File: src/rtl/pulse_gate_counter.sv
// Per-channel click counter over a fixed gate window. Each completed window is
// snapshotted into a shadow bank and streamed out one word per channel over valid/ready.
module pulse_gate_counter #(
    parameter int N_CH        = 8,
    parameter int CNT_W       = 16,
    parameter int GATE_W      = 24,
    parameter int GATE_CYCLES = 1000000,
    parameter int WIN_W       = 16,
    localparam int CH_W       = $clog2(N_CH)
) (
    input  logic              clock,
    input  logic              reset_n,
    input  logic              enable,
    input  logic [N_CH-1:0]   clicks,
    output logic              out_valid,
    input  logic              out_ready,
    output logic [CH_W-1:0]   out_channel,
    output logic [CNT_W-1:0]  out_count,
    output logic [WIN_W-1:0]  out_window,
    output logic              out_last,
    output logic              dropped
);

    localparam logic [CNT_W-1:0]  CNT_MAX  = {CNT_W{1'b1}};
    localparam logic [CNT_W-1:0]  CNT_ONE  = CNT_W'(1'b1);
    localparam logic [GATE_W-1:0] GATE_END = GATE_W'(GATE_CYCLES - 1);
    localparam logic [GATE_W-1:0] GATE_ONE = GATE_W'(1'b1);
    localparam logic [WIN_W-1:0]  WIN_ONE  = WIN_W'(1'b1);
    localparam logic [CH_W-1:0]   CH_ONE   = CH_W'(1'b1);
    localparam logic [CH_W-1:0]   LAST_CH  = CH_W'(N_CH - 1);

    typedef enum logic {
        GATE_IDLE  = 1'b0,
        GATE_COUNT = 1'b1
    } gate_state_t;

    typedef enum logic {
        RD_EMPTY = 1'b0,
        RD_DRAIN = 1'b1
    } rd_state_t;

    // Counters hold at full scale instead of wrapping.
    function automatic logic [CNT_W-1:0] sat_inc(input logic [CNT_W-1:0] value,
                                                 input logic click);
        logic [CNT_W-1:0] result;
        if (click && (value != CNT_MAX)) begin
            result = value + CNT_ONE;
        end else begin
            result = value;
        end
        return result;
    endfunction

    gate_state_t      gate_state_r;
    rd_state_t        rd_state_r;
    logic [GATE_W-1:0] timer_r;
    logic [WIN_W-1:0] win_r;
    logic [CNT_W-1:0] live_r   [N_CH];
    logic [CNT_W-1:0] shadow_r [N_CH];
    logic [CNT_W-1:0] total_s  [N_CH];
    logic             window_end_s;
    logic             snapshot_s;
    logic             xfer_s;
    logic [CH_W-1:0]  next_ch_s;

    // Window totals include the click arriving on the window-end cycle itself.
    always_comb begin
        for (int i = 0; i < N_CH; i++) begin
            total_s[i] = sat_inc(live_r[i], clicks[i]);
        end
        window_end_s = (gate_state_r == GATE_COUNT) && enable && (timer_r == GATE_END);
        snapshot_s   = window_end_s && (rd_state_r == RD_EMPTY);
        xfer_s       = out_valid && out_ready;
        next_ch_s    = out_channel + CH_ONE;
    end

    // Gate FSM: live bank, window timer, window index and sticky drop flag.
    always_ff @(posedge clock or negedge reset_n) begin
        if (!reset_n) begin
            gate_state_r <= GATE_IDLE;
            timer_r      <= '0;
            win_r        <= '0;
            dropped      <= 1'b0;
            for (int i = 0; i < N_CH; i++) begin
                live_r[i] <= '0;
            end
        end else begin
            case (gate_state_r)
                GATE_IDLE: begin
                    if (enable) begin
                        gate_state_r <= GATE_COUNT;
                        timer_r      <= '0;
                        for (int i = 0; i < N_CH; i++) begin
                            live_r[i] <= '0;
                        end
                    end else begin
                        gate_state_r <= GATE_IDLE;
                    end
                end
                GATE_COUNT: begin
                    if (!enable) begin
                        // Partial window is abandoned; index is left untouched.
                        gate_state_r <= GATE_IDLE;
                        timer_r      <= '0;
                    end else if (window_end_s) begin
                        timer_r <= '0;
                        win_r   <= win_r + WIN_ONE;
                        if (!snapshot_s) begin
                            dropped <= 1'b1;
                        end
                        for (int i = 0; i < N_CH; i++) begin
                            live_r[i] <= '0;
                        end
                    end else begin
                        timer_r <= timer_r + GATE_ONE;
                        for (int i = 0; i < N_CH; i++) begin
                            live_r[i] <= total_s[i];
                        end
                    end
                end
                default: begin
                    gate_state_r <= GATE_IDLE;
                    timer_r      <= '0;
                end
            endcase
        end
    end

    // Readout FSM: shadow bank capture and the valid/ready word stream.
    always_ff @(posedge clock or negedge reset_n) begin
        if (!reset_n) begin
            rd_state_r  <= RD_EMPTY;
            out_valid   <= 1'b0;
            out_channel <= '0;
            out_count   <= '0;
            out_window  <= '0;
            out_last    <= 1'b0;
            for (int i = 0; i < N_CH; i++) begin
                shadow_r[i] <= '0;
            end
        end else begin
            case (rd_state_r)
                RD_EMPTY: begin
                    if (snapshot_s) begin
                        rd_state_r  <= RD_DRAIN;
                        out_valid   <= 1'b1;
                        out_channel <= '0;
                        out_count   <= total_s[0];
                        out_window  <= win_r;
                        out_last    <= 1'b0;
                        for (int i = 0; i < N_CH; i++) begin
                            shadow_r[i] <= total_s[i];
                        end
                    end
                end
                RD_DRAIN: begin
                    if (xfer_s) begin
                        if (out_last) begin
                            rd_state_r  <= RD_EMPTY;
                            out_valid   <= 1'b0;
                            out_last    <= 1'b0;
                            out_channel <= '0;
                            out_count   <= '0;
                        end else begin
                            out_channel <= next_ch_s;
                            out_count   <= shadow_r[next_ch_s];
                            out_last    <= (next_ch_s == LAST_CH);
                        end
                    end
                end
                default: begin
                    rd_state_r <= RD_EMPTY;
                    out_valid  <= 1'b0;
                end
            endcase
        end
    end

endmodule

File: config.mk
export PLATFORM = sky130hd
export DESIGN_NAME = pulse_gate_counter
export DESIGN_NICKNAME = d
export VERILOG_FILES = /design/src/rtl/pulse_gate_counter.sv
export SDC_FILE = /design/constraint.sdc
export NUM_CORES = 1
export LEC_CHECK = 0
export BUFFER_PORTS_ARGS = -buffer_cell sky130_fd_sc_hd__buf_2
export CAP_MARGIN = 5
export CORE_ASPECT_RATIO = 0.8
export CORE_MARGIN = 2
export CORE_UTILIZATION = 30
export CTS_BUF_LIST = sky130_fd_sc_hd__clkbuf_4 sky130_fd_sc_hd__clkbuf_8 sky130_fd_sc_hd__clkbuf_16
export DETAILED_ROUTE_END_ITERATION = 16
export HOLD_SLACK_MARGIN = 0.12
export PLACE_DENSITY = 0.45
export SLEW_MARGIN = 15
export SYNTH_ARGS = -nofsm -noshare
export SYNTH_HDL_FRONTEND = slang
export SYNTH_SLANG_ARGS = --single-unit
File: constraint.sdc
create_clock -name clock -period 3.3 [get_ports clock]
set_clock_uncertainty 0.2 [all_clocks]
set_input_delay 0.165 -clock clock [delete_from_list [all_inputs] [get_ports clock]]
set_output_delay 0.165 -clock clock [all_outputs]
set_load 0.01 [all_outputs]
# After elaboration in Yosys (flattened, before gate mapping)

Cells that the tools add are included.

Bits in registers: 336
Word-level logic and storage cells: 115
Bits of input ports: 12

Eq/ne operators: 15
Magnitude comparators: 1
Reductions and logical operators: 18
Muxes and demuxes: 40
Add/sub/neg operators: 11
Bitwise operators: 4

Operators by type and width:

| operator                                                                | count |
|---|---|
| 128-bit 2-to-1 mux                                                      | 3 |
| 128-bit one-hot mux with 2 select lines                                 | 1 |
| 16-bit 2-to-1 mux                                                       | 13 |
| 16-bit by 1-bit adder with 16-bit output, second input constant         | 9 |
| 16-bit != test, second input constant                                   | 8 |
| 24-bit 2-to-1 mux                                                       | 3 |
| 16-bit binary-select mux with 3-bit select                              | 1 |
| 24-bit one-hot mux with 2 select lines                                  | 1 |
| 16-bit one-hot mux with 2 select lines                                  | 1 |
| 24-bit by 1-bit adder with 24-bit output, second input constant         | 1 |
| 24-bit by 20-bit equality test with 1-bit output, second input constant | 1 |
| 1-bit logical AND                                                       | 12 |
| 1-bit 2-to-1 mux                                                        | 10 |
| 3-bit 2-to-1 mux                                                        | 3 |
| 2-bit != test, second input constant                                    | 4 |
| 1-bit one-hot mux with 2 select lines                                   | 3 |
| 3-bit one-hot mux with 2 select lines                                   | 1 |
| 2-bit AND reduction                                                     | 3 |
| 3-bit AND reduction                                                     | 2 |
| 4-bit >= comparator, second input constant                              | 1 |
| 3-bit NOT with 4-bit output                                             | 1 |
| 4-bit AND reduction                                                     | 1 |
| 3-bit by 1-bit adder with 3-bit output, second input constant           | 1 |
| 3-bit equality test, second input constant                              | 1 |
| 2 further kinds                                                         | 4 |

# Depth between registers and ports, before layout

Word-level depth: 8
Depth in mapped cells: 10
Mapped depth without buffers: 6

# Least setup slack after synthesis

Ideal clock, no wire load.

Path type: register -> register
From: reg out_channel[0]
To: reg out_count[2]
Arrival time: 2.861 ns
Cell stages (with the launch flop): 10
Period minus slack after synthesis: 3.182 ns
Setup slack: 0.118 ns
Buffers on the path: 4
Required time: 2.979 ns
Library setup time: 0.121 ns
Cells stage by stage: dfrtp_1 -> buf_2 -> buf_1 -> inv_1 -> ha_1 -> clkbuf_1 -> clkbuf_1 -> mux4_2 -> a221o_1 -> o22a_1

Longest elaborated chain between the ends: 8

RTL lines:

| element                                               | RTL line | source |
|---|---|---|
| from (decl)                                           | 17       | `output logic [CH_W-1:0] out_channel,` |
| from (signal assigned)                                | 165      | `out_channel <= next_ch_s;` |
| 3-bit by 1-bit adder with 3-bit output                | 74       | `next_ch_s = out_channel + CH_ONE;` |
| 3-bit NOT with 4-bit output (implied by the code)     | 166      | `out_count <= shadow_r[next_ch_s];` |
| 16-bit binary-select mux with 3-bit select            | 166      |  |
| 16-bit 2-to-1 mux (implied by the code) (2 in series) | 166      |  |
| 16-bit 2-to-1 mux                                     | 158      | `if (out_last) begin` |
| 16-bit 2-to-1 mux                                     | 157      | `if (xfer_s) begin` |
| 16-bit one-hot mux with 2 select lines                | 142      | `case (rd_state_r)` |
| to (signal assigned)                                  | 148      | `out_count <= total_s[0];` |
| to (signal assigned)                                  | 166      |  |
| to (decl)                                             | 18       | `output logic [CNT_W-1:0] out_count,` |

Every way passes these cells. The select of a mux whose other input is x is not followed.
A chain may end at the register's enable or synchronous reset.

# Final worst setup path

From: reg timer_r[20]
To: reg out_count[1]

Longest elaborated chain between the ends: 5

RTL lines:

| element                                          | RTL line | source |
|---|---|---|
| from (decl)                                      | 56       | `logic [GATE_W-1:0] timer_r;` |
| from (signal assigned)                           | 115      | `timer_r <= timer_r + GATE_ONE;` |
| 24-bit by 20-bit equality test with 1-bit output | 71       | `window_end_s = (gate_state_r == GATE_COUNT) && enable && (timer_r == GATE_END);` |
| 1-bit logical AND                                | 71       |  |
| 1-bit logical AND                                | 72       | `snapshot_s = window_end_s && (rd_state_r == RD_EMPTY);` |
| 2-bit != test (no source line)                   | -        |  |
| 2-bit AND reduction (no source line)             | -        |  |

Every way passes these cells.

==> results.yml <==
drt:
  wl_per_cell_um: 19.7
  drtIter0Drc: 1145
  drcViolationCount: 0
  drtAntennaViolNets: 0
  via_count: 14300
  dr.pass1.iters: 5
  drt-total-wl_um: 53600
  vias_per_cell: 5.26
place:
  dp_slack_ns: 0.359
  dp_hpwl_um: 37000
  post_dp_cell_area_um2: 19000
  io_buffers: 49
  gp_congestion: 0.809
  dp.cells: 2626
critical_path:
  max_stage_delay_ns: 0.64
  critPathArrivalTime_ns: 3.19
  crit_chain: "nor4_1 -> and4_1 -> a31oi_2 -> a221oi_1 -> a2bb2oi_1"
  crit_required_ns: 3.54
  start_kind: "flip-flop"
  worstPathMaxFanout: 18
  cp_num_buf_inv: 0
  endpoint_kind: "flip-flop"
  worstSetupPathType: "reg2reg"
  crit_family: "compound AO/OA/AOI/OAI gates"
  cpMaxStageDelayCell: "a221oi_1"
floorplanning:
  placementRows: 80
  start_util_pct: 30.2
  core_um2: 59400
  ios: 50
  die_w_um: 277
  dieArea_um2: 61800
  die_h_um: 223
clock_tree:
  cts.sinks: 336
  post-cts-setup-buffer-count: 0
  clkTransAtPathRegs_ns: 0.06
  numCtsBuffers: 41
  clockRootBuffer: "clkbuf_16"
  cts_tree: "built"
  cts_resized: 0
  clock_path_buffers: 3
  ctsHoldBuffers: 12
  insertion_delay_ns: 0.59
  ctsHtreeMaxLevel: 2
synth:
  synthCells: 1894
  syn_nets: 1918
  syn_avg_cell_area_um2: 9.47
  synth_top_area_cell: "dfrtp_1"
  synth_most_common_cell: "dfrtp_1"
  synth-seq-area-share_pct: 46.9
  ys_types: 83
  synthArstFlopShare_pct: 100
  synth_warnings: 0
  synth_common_cells: "336 x dfrtp_1, 280 x nand2_1, 93 x a21oi_1"
  synth_edf_count: 0
  synthFlopType: "dfrtp_1"
  ys_top_cells_by_area: "dfrtp_1 47%, nand2_1 5.9%, mux4_2 4.0%"
  ys_ff_latch: 336
  synth_area_um2: 17900
  synth_top_area_share_pct: 46.9
sta:
  setup_viol: 0
  worst_slack_ns: 0.353
  rsz0062_at_grt: "no"
  worstMarginPinSlew_ns: 1.03
  hold_violations: 0
  fin_crit_ns: 2.95
  max-slew-margin-rel_pct: 31.1
  fin_tns_setup_ns: 0
  post-route-period-util_pct: 89.3
  fmax_ghz: 0.339
  slew_viol_final: 0
power_and_ir_drop:
  ir_worst_vdd_v: 0.000327
  p_leak_nw: 8.57
  p_per_area_nw_per_um2: 467
job:
  maxCapViolations: 0
global_routing:
  grt_pass1_vias: 13300
  track_usage_pct: 17.2
  grt_max_degree: 125
  antenna_found_initial: 0
  grt-ovfl-total: 0
  grt_pass1_wl_um: 83200
layout:
  stdcell_count: 2714
  fill_cells: 6015
  num-nets-final: 1926
  area_growth_pct: 15.1
  multi_input_area_um2: 8720
  layout-drive-gt1-share_pct: 12.7
  finalInstanceArea_um2: 20600
  antennaDiodeCount: 0
  seq_area_um2: 8410
worst_hold_path:
  hold_class: "in2reg"
run_status:
  outcome: "finished clean"
-- cells in the final DEF, fill, tap and decap left out, drive strengths merged, types with 13 or more instances in the layout --
master	n
a21oi	94
a31oi	88
and2	13
and3	23
and4	37
buf	89
clkbuf	54
dfrtp	336
inv	63
mux2i	13
mux4	32
nand2	280
nand2b	37
nand3	60
nand4	63
nor2	83
nor3	37
o21ai	165
o22ai	32
or3	16
xnor2	80
xor2	38
-- per-stage QoR --
stage          util, %  power, W  hold slack, ns
3_5_place_dp      32.1   0.00473          0.0661
2_1_floorplan        -   0.00450          -0.331
6_report          34.8   0.00964           0.239
5_1_grt           34.8    0.0100           0.249
4_1_cts           34.8   0.00980           0.201
3_3_place_gp      32.1   0.00472          0.0601
-- worst paths after layout --
path	start	to	slack [ns]	depth (start not counted)
max in group asynchronous	reset_n	shadow_r[81]	1.41	4
min reg2reg	dropped	dropped	0.27	1
min	out_ready	out_valid	0.24	5
max	timer_r[20]	out_count[1]	0.35	5
min in group asynchronous	reset_n	live_r[48]	0.56	3
max reg2reg	timer_r[20]	out_count[1]	0.35	5
-- worst min-delay path, delay by kind of cell --
kind | cells | cell delay (ns)
AOI/OAI and AO/OA | 1 | 0.05
buffers and inverters | 2 | 0.65
and+or+nand+nor | 2 | 0.12
-- flip-flops by register name, indices dropped and copies added, names as in the netlist --
name	count
live_r	128
shadow_r	128
timer_r	24
out_count	16
out_window	16
win_r	16
out_channel	3
dropped	1
gate_state_r	1
out_last	1
out_valid	1
rd_state_r	1
-- layout make-up --
class	instances	area share, %
tap	779	4.72
clock buffer	54	5.74
timing repair buffer	101	3.95
sequential	336	40.7
multi-input combinational	1360	42.2
clock inverter	22	1.50
inverter	62	1.13
-- where the power goes --
part           internal [W]  total (W)  switching [W]
Clock               0.00302    0.00498        0.00196
Sequential          0.00416    0.00422      0.0000643
Combinational      0.000138   0.000434       0.000296
-- metal layers --
layer  up-vias  track usage [%]  wire length (µm)
met5         -                0                 0
met3        53             2.88              2390
li1       6894                -                 -
met1      7044             28.3             29400
met4         0             3.35               781
met2       283             23.0             21000
-- cells by family (layout without fill, tap and decap cells) --
logic type	after synthesis	count (layout)	share of synthesized area, %
AO/OA/AOI/OAI	489	489	17.2
XOR/XNOR	118	118	5.76
adder cells (fa/ha/maj)	12	12	0.837
buffers and inverters	198	239	4.62
flip-flops	336	336	46.9
multiplexers	55	55	5.37
AND/OR/NAND/NOR	686	686	19.3
(Power assumes the default switching activity.)
